File: src/rtl/ipad_filt.sv
// ipad_filt: multi-channel pad input synchroniser with consecutive-sample glitch filter
// Ports:
//   clk        sole clock, rising edge
//   rst        synchronous active-high reset
//   inpad      asynchronous pad levels, WIDTH bits
//   glitch_clr synchronous clear of all glitch bits
//   inpad_q    filtered, synchronised level
//   rise/fall  one-cycle pulses coincident with the first cycle of a new inpad_q value
//   glitch     sticky flag: a mismatch run ended before it was accepted
module ipad_filt #(
    parameter int WIDTH = 1,
    parameter int SYNC_STAGES = 2,
    parameter int FILTER_CYCLES = 4,
    parameter logic [WIDTH-1:0] RESET_VAL = '0,
    parameter logic [WIDTH-1:0] INVERT = '0
) (
    input  logic             clk,
    input  logic             rst,
    input  logic [WIDTH-1:0] inpad,
    input  logic             glitch_clr,
    output logic [WIDTH-1:0] inpad_q,
    output logic [WIDTH-1:0] rise,
    output logic [WIDTH-1:0] fall,
    output logic [WIDTH-1:0] glitch
);
    localparam int CW = FILTER_CYCLES > 1 ? $clog2(FILTER_CYCLES) : 1;

    logic [WIDTH-1:0] sync [SYNC_STAGES];
    logic [CW-1:0]    cnt [WIDTH];
    logic [CW-1:0]    cnt_nxt [WIDTH];
    logic [WIDTH-1:0] s, mis, done, nq, gset;

    assign s = sync[SYNC_STAGES-1];

    for (genvar i = 0; i < WIDTH; i++) begin : g_ch
        assign mis[i]     = s[i] != inpad_q[i];
        assign done[i]    = cnt[i] == CW'(FILTER_CYCLES - 1);
        assign nq[i]      = (mis[i] && done[i]) ? s[i] : inpad_q[i];
        // a run that falls back to the current level before completing counts as a glitch
        assign gset[i]    = !mis[i] && (cnt[i] != '0);
        assign cnt_nxt[i] = (mis[i] && !done[i]) ? cnt[i] + 1'b1 : '0;
    end

    always_ff @(posedge clk) begin
        if (rst) begin
            for (int k = 0; k < SYNC_STAGES; k++) sync[k] <= RESET_VAL;
            for (int k = 0; k < WIDTH; k++) cnt[k] <= '0;
            inpad_q <= RESET_VAL;
            rise    <= '0;
            fall    <= '0;
            glitch  <= '0;
        end else begin
            sync[0] <= inpad ^ INVERT;
            for (int k = 1; k < SYNC_STAGES; k++) sync[k] <= sync[k-1];
            cnt     <= cnt_nxt;
            inpad_q <= nq;
            rise    <= ~inpad_q & nq;
            fall    <= inpad_q & ~nq;
            // set takes priority over a same-edge clear
            glitch  <= (glitch & ~{WIDTH{glitch_clr}}) | gset;
        end
    end
endmodule

File: config.mk
export PLATFORM = sky130hd
export DESIGN_NAME = ipad_filt
export DESIGN_NICKNAME = d
export VERILOG_FILES = /design/src/rtl/ipad_filt.sv
export SDC_FILE = /design/constraint.sdc
export NUM_CORES = 1
export LEC_CHECK = 0
export CORE_AREA = 2 2 39 41
export DETAILED_ROUTE_END_ITERATION = 10
export DIE_AREA = 0 0 41 43
export PLACE_DENSITY = 0.44
export SLEW_MARGIN = 20
export SYNTH_ARGS = -nofsm -noshare
export SYNTH_HDL_FRONTEND = slang
export SYNTH_SLANG_ARGS = --single-unit
export TNS_END_PERCENT = 5
File: constraint.sdc
create_clock -name clk -period 1.2 [get_ports clk]
set_clock_uncertainty 0.05 [all_clocks]
set_input_delay 0.24 -clock clk [delete_from_list [all_inputs] [get_ports clk]]
set_output_delay 0.24 -clock clk [all_outputs]
set_load 0.02 [all_outputs]
## Yosys cells after proc, flatten, opt, wreduce, memory -nomap -nowiden

Memory sizes are Yosys's and may differ from the RTL's.
Cells that the tools add are included.

| word-level totals | value |
|---|---|
| flip-flop bits (word level) | 6 |
| memory bits (writable) | 2 |
| input bits | 4 |
| output and inout bits | 4 |
| word-level logic and storage cells | 32 |
| memories | 1 |

Memory list:

| memory | words | bits a word | rd ports | clocked after Yosys merged registers in | wr ports | RTL line | text |
|---|---|---|---|---|---|---|---|
| sync | 2 | 1 | 2 | 0 | 2 | 28 | `logic [WIDTH-1:0] sync [SYNC_STAGES];` |

| operators by class | value |
|---|---|
| add/subtract/negate cells | 1 |
| equality and inequality tests | 2 |
| multiplexer cells | 6 |
| bitwise operators | 10 |
| reductions and logical operators | 7 |

Operator list:

| kind | count |
|---|---|
| $mux 1 | 6 |
| $not 1->1 | 4 |
| $and 1x1->1 | 3 |
| $logic_and 1x1->1 | 3 |
| $or 1x1->1 | 3 |
| $add 2x1->2 const B | 1 |
| $eq 2x2->1 const B | 1 |
| $logic_not 1->1 | 2 |
| $reduce_bool 2->1 | 1 |
| $reduce_or 2->1 | 1 |
| $ne 1x1->1 | 1 |

## Depth between registers and ports, before layout

Gate-level depths: netlist of run 1.

| depth | value |
|---|---|
| depth after elaboration | 5 |
| mapped depth | 4 |
| depth with buffers taken out | 4 |

## Worst setup path before layout of run 1

Ideal clock, no wire load.

| timing path | value |
|---|---|
| kind | flip-flop to flip-flop |
| from | reg inpad_q |
| to | reg glitch |
| library setup time | 0.115 ns |
| arrival time | 0.817 ns |
| required time | 1.035 ns |
| slack | 0.219 ns |
| stages on the path, launching flop included | 3 |
| buffers on the path | 0 |
| period minus slack after synthesis | 0.981 ns |
| cells stage by stage | dfxtp_1 -> xnor2_1 -> a21o_2 |

| on the way | value |
|---|---|
| word-level cells in the longest chain between the ends | 4 |

RTL lines:

| item | RTL line | text |
|---|---|---|
| start, declared | 21 | `output logic [WIDTH-1:0] inpad_q,` |
| start signal, assigned | 56 | `inpad_q <= nq;` |
| $ne 1x1->1 | 36 | `assign mis[i] = s[i] != inpad_q[i];` |
| $logic_not 1->1 | 40 | `assign gset[i] = !mis[i] && (cnt[i] != '0);` |
| $logic_and 1x1->1 | 40 |  |
| $or 1x1->1 | 60 | `glitch <= (glitch & ~{WIDTH{glitch_clr}}) \| gset;` |
| end signal, assigned | 60 |  |
| end, declared | 24 | `output logic [WIDTH-1:0] glitch` |

Every way passes these cells.
A chain may end at the register's enable or synchronous reset.

## Worst setup path after layout of run 1

| timing path | value |
|---|---|
| from | reg glitch |
| to | out glitch |

No word-level cell between the ends.

==> qor.yml, run 1 <==
status: "completed"
via_count: 209
drc: 0
ios: 8
worst_slack_ns: 0.04066
critPathMaxStageDelay_ns: 0.32
crit_required_ns: 0.91
max-cap-violations: 0
multi_input_area_um2: 126.4
holdCritPathClass: "flop to flop"
dr.pass1.iters: 3
track_usage: 0.08165
ir_worst_vdd_uv: 420.0
ant_nets: 0
maxSlewViolCount: 0
initial_core_util: 0.2161
grt_max_degree: 8
synth_xor_xnor_area_share: 0.02929
grt_overflow_total: 0
yosysTopAreaCellShare: 0.5356
numCtsBuffers: 3
synth-seq-area-share: 0.5356
vias_per_cell: 4.019
relSlewSlack: 0.8102
post-place-ws_ns: -0.08070
clk_pin_slew_worst_paths_ns: 0.06
path_max_fanout: 2
die_y_um: 43
cts_hold_buffers: 0
core_mm2: 0.001384
syn_area_um2: 299.0
grt_antenna_before_repair: 0
yosys_warnings: 0
path_delay_family: "flip-flops"
period_share: 0.9661
ys_seq_elements: 8
cts_root_buf: "clkbuf_4"
cts_tree: "done"
area.growth.synth_to_final_pct: 38.91
path_buf_inv: 1
post-route-util: 0.3002
die_area_mm2: 0.001763
layout-drive-gt1-share: 0.2778
clk_latency_ns: 0.25
dpl.hpwl_um: 373.6
slowest_stage: "dfxtp_1"
synthArstFlopShare: 0
criticalPathCategory: "flop to primary output"
finalWeightedCongestion: 0.6381
dieWidth_um: 41
ys_dominant_reg_cell: "dfxtp_1"
yosysMostFrequentCell: "dfxtp_1"
tightest_slew_ns: 0.2827
synth_nets: 31
synthAdderAreaFrac: 0.08368
synth_mux_area_frac: 0.03347
ys_types: 13
synth_simple_gate_area_frac: 0.2469
synthTopCellsByArea: "dfxtp_1, and4bb_2, ha_1"
cts_sinks: 8
routed_wl_um: 472
clock_path_buffers: 2
nNetsFinal: 44
h-tree-depth: 1
end_kind: "primary output"
synth_area_per_cell_um2: 11.96
grt_pass1_wl_um: 848
ff_latch_area_um2: 160.2
fin_setup_tns_ns: 0
cp-start-kind: "flop"
wl_per_cell_um: 9.077
syn_inst: 25
dp.cells: 49
crit_arrival_ns: 0.87
setup_viol: 0
fin_cells: 52
fmax_mhz: 862.6
post_cts_buffers: 0
p_leak_nw: 0.1700
rsz0062_at_grt: "false"
io_buffers: 7
synth_top_family_by_area: "simple AND/OR/NAND/NOR gates"
cp_cell_sequence: "clkdlybuf4s15_1"
grt_pass1_vias: 196
fillers: 139
drtIter0Drc: 2
hold_viol: 0
num_rows: 14
synth_compound_area_frac: 0.02929
antenna_cells: 0
synth_area_leader_cell: "dfxtp_1"
power_mw: 0.5063
power_density_mw_per_mm2: 1219
final.min_clock_period_ns: 1.159
synth_edf_count: 0
## placed cells by master, fill, tap and decap left out, drive strengths merged
cell           n
a21o           1
and4bb         2
buf            2
clkbuf         4
clkdlybuf4s15  2
clkdlybuf4s50  3
dfxtp          8
dlygate4sd2    1
ha             2
inv            2
mux2i          1
nor2           2
nor2b          2
nor3b          1
nor4           1
nor4b          1
xnor2          1
## final cells by class
| type | instances | area share |
|---|---|---|
| Inverter | 2 | 0.01807 |
| Timing Repair Buffer | 9 | 0.1898 |
| Sequential cell | 8 | 0.3855 |
| Clock buffer | 3 | 0.05422 |
| Multi-Input combinational cell | 14 | 0.3042 |
| Tap cell | 16 | 0.04819 |
## what timing repair did
| action | CTS | global route |
|---|---|---|
| pin swaps | 0 | 0 |
| endpoints found under the setup margin | 4 | 3 |
| gates resized for setup | 5 | 3 |
## power breakdown
| part | switching [mW] | internal, mW | leakage, nW |
|---|---|---|---|
| Sequential | 0.00272 | 0.271 | 0.0650 |
| Combinational | 0.0100 | 0.0175 | 0.0912 |
| Clock | 0.0908 | 0.114 | 0.0138 |
| Total | 0.104 | 0.403 | 0.170 |
## routing by layer
| metal | up-vias | routed length [um] | global-route usage |
|---|---|---|---|
| met1 | 96 | 212 | 0.1042 |
| met4 | 0 | 0 | 0.1000 |
| met2 | 5 | 233 | 0.07813 |
| li1 | 108 | - | - |
| met3 | 0 | 26 | 0.04712 |
| met5 | - | 0 | 0 |
## flip-flops by register name, indices dropped and copies added (netlist names)
register / cells
inpad_q: 1
cnt: 2
rise: 1
fall: 1
sync: 2
glitch: 1
## cells by family after synthesis
kind of cell / Yosys count
xor+xnor: 1
buf+inv: 3
compound gates: 1
simple gates: 9
fa+ha+maj: 2
flops: 8
mux: 1
## per-stage QoR
stage          area [um2]  hold slack (ns)
6_report            415.4           0.3984
5_1_grt             415.4           0.4159
4_1_cts             417.9           0.3977
3_5_place_dp        399.1           0.3885
3_3_place_gp        399.1           0.3771
2_1_floorplan       299.0           0.3182
## worst paths after layout
kind              start  cells after the start         end  slack (ns)
min          sync[0][0]                      1  sync[0][1]        0.40
max reg2reg      cnt[0]                      3     inpad_q        0.16
min reg2reg  sync[0][0]                      1  sync[0][1]        0.40
max              glitch                      1      glitch        0.04
(Power assumes the default switching activity.)
==> run 2: changes to the inputs <==
- CELL_PAD_IN_SITES_DETAIL_PLACEMENT: default -> 1
- CELL_PAD_IN_SITES_GLOBAL_PLACEMENT: default -> 1
- PLACE_DENSITY: 0.44 -> 0.53
==> run 2 against run 1 <==
Effect of this change:
- via count down 2.9%
- critical path type unchanged
- maximum frequency up 1.6%
- die area unchanged
==> qor.yml, run 2 (synthesis gave the netlist of run 1 again) <==
status: "completed"
path_buf_inv: 1
clock_path_buffers: 2
clk_pin_slew_worst_paths_ns: 0.05
antenna_cells: 0
routed_wl_um: 531
ios: 8
num_rows: 14
final_common_cell: "dfxtp_1"
core_mm2: 0.001384
grt_max_degree: 9
p_leak_nw: 0.1663
routed-wl-met2_um: 288
maxSlewViolCount: 0
top_layer: "met3"
reg2reg_to: "inpad_q"
numCtsBuffers: 3
via_count: 203
fin_cells: 52
criticalPathCategory: "flop to primary output"
vias_per_cell: 3.904
max-cap-violations: 0
slowest_stage: "dfxtp_1"
power_frac_clock: 0.397
rr_startpoint: "cnt[0]"
path_max_fanout: 1
nNetsFinal: 44
power_density_mw_per_mm2: 1215
critPathMaxStageDelay_ns: 0.31
cts_root_buf: "clkbuf_4"
comb_power_share: 0.055
ant_nets: 0
grt_antenna_before_repair: 0
relSlewSlack: 0.7645
cp_cell_sequence: "clkdlybuf4s15_1"
largestRegisters: "cnt: 2 flops, sync: 2 flops"
dp.cells: 49
area.growth.synth_to_final_pct: 37.66
rsz0062_at_grt: "false"
grt_pass1_wl_um: 972
hold_viol: 0
crit_arrival_ns: 0.85
fin_setup_tns_ns: 0
crit_required_ns: 0.91
fillers: 166
initial_core_util: 0.2161
min-delay-start: "sync[0][0]"
cp-start-kind: "flop"
mostFrequentLayoutCells: "dfxtp_1, clkbuf_4, clkdlybuf4s50_1"
holdPathEnd: "sync[0][1]"
dpl.hpwl_um: 434.4
cts_sinks: 8
reg2reg_slack_ns: 0.15
post_cts_buffers: 0
dr.pass1.iters: 1
period_share: 0.9512
ir_worst_vdd_uv: 361.2
wl_per_cell_um: 10.21
dieWidth_um: 41
layout-drive-gt1-share: 0.3056
holdCritPathClass: "flop to flop"
p_sw_frac: 0.1960
final.min_clock_period_ns: 1.141
power.switching_mw: 0.09802
power_mw: 0.5002
h-tree-depth: 1
internal-power_mw: 0.4022
drc: 0
path_depth: 1
wl_met1_um: 220
wl_met3_um: 22
fmax_mhz: 876.1
finalWeightedCongestion: 0.6661
io_buffers: 7
seq_power_share: 0.548
die_y_um: 43
cts_tree: "done"
reg2reg_depth: 3
clk_latency_ns: 0.25
path_delay_family: "flip-flops"
setup_viol: 0
whs_path_depth: 1
drtIter0Drc: 0
fin_hold_ws_ns: 0.3947
grt_overflow_total: 0
tightest_slew_ns: 0.3507
die_area_mm2: 0.001763
end_kind: "primary output"
track_usage: 0.08770
grt_pass1_vias: 241
run 2: changes by cell type in the layout (fill, tap and decap cells not counted), sizes merged:
cell / change
clkbuf: +1
dlygate4sd2: -1
run 2: cell type report:
| class | count | area, um2 | share of cell area |
|---|---|---|---|
| Timing Repair Buffer | 9 | 75.07 | 0.1824 |
| Sequential cell | 8 | 160.2 | 0.3891 |
| Inverter | 2 | 7.507 | 0.01824 |
| Tap cell | 16 | 20.02 | 0.04863 |
| Multi-Input combinational cell | 14 | 126.4 | 0.3070 |
| Clock buffer | 3 | 22.52 | 0.05471 |
run 2: per-layer routing:
layer  vias up  track usage
met5         -            0
met4         0       0.1000
met3         0      0.03141
met2         5       0.1250
met1        92      0.08469
li1        106            -
run 2: worst max-delay path by stage:
stage,startpoint,end,slack (ns)
finish,fall,fall,0.06
global route,rise,rise,0.008
CTS,fall,fall,0.006
detailed placement,rst,glitch,-0.13
global placement,rst,fall,-0.1
floorplan,inpad_q,glitch,0.22
run 2: power by group through the flow:
stage / logic, mW / clock network (mW) / registers (mW)
detailed placement: 0.0290 / 0 / 0.280
global placement: 0.0276 / 0 / 0.279
CTS: 0.0287 / 0.216 / 0.274
finish: 0.0275 / 0.199 / 0.274
floorplan: 0.0125 / 0 / 0.280
global route: 0.0302 / 0.235 / 0.274
run 2: stage by stage:
step	instance area, um2	setup WS [ns]	utilization
after floorplan	299.0	0.2186	-
final	411.6	0.05851	0.2975
after global routing	411.6	0.008197	0.2975
after global placement	399.1	-0.09542	0.2884
after CTS	419.2	0.006161	0.3029
after detailed placement	399.1	-0.1309	0.2884
run 2: what timing repair did:
item                       CTS  global route
hold buffers                 0             0
setup endpoints to repair    4             4
resized for setup            6             4
pin swaps                    0             0
==> run 3: changes to the inputs <==
- MAX_ROUTING_LAYER: default -> met4
==> results of run 3 <==
Same layout as run 2: the final DEF is identical, and so are final timing and power.
Main changes from that run: final weighted congestion in routability-driven placement 0.6661 -> 0.6725; overall routing resource usage 0.08770 -> 0.08988
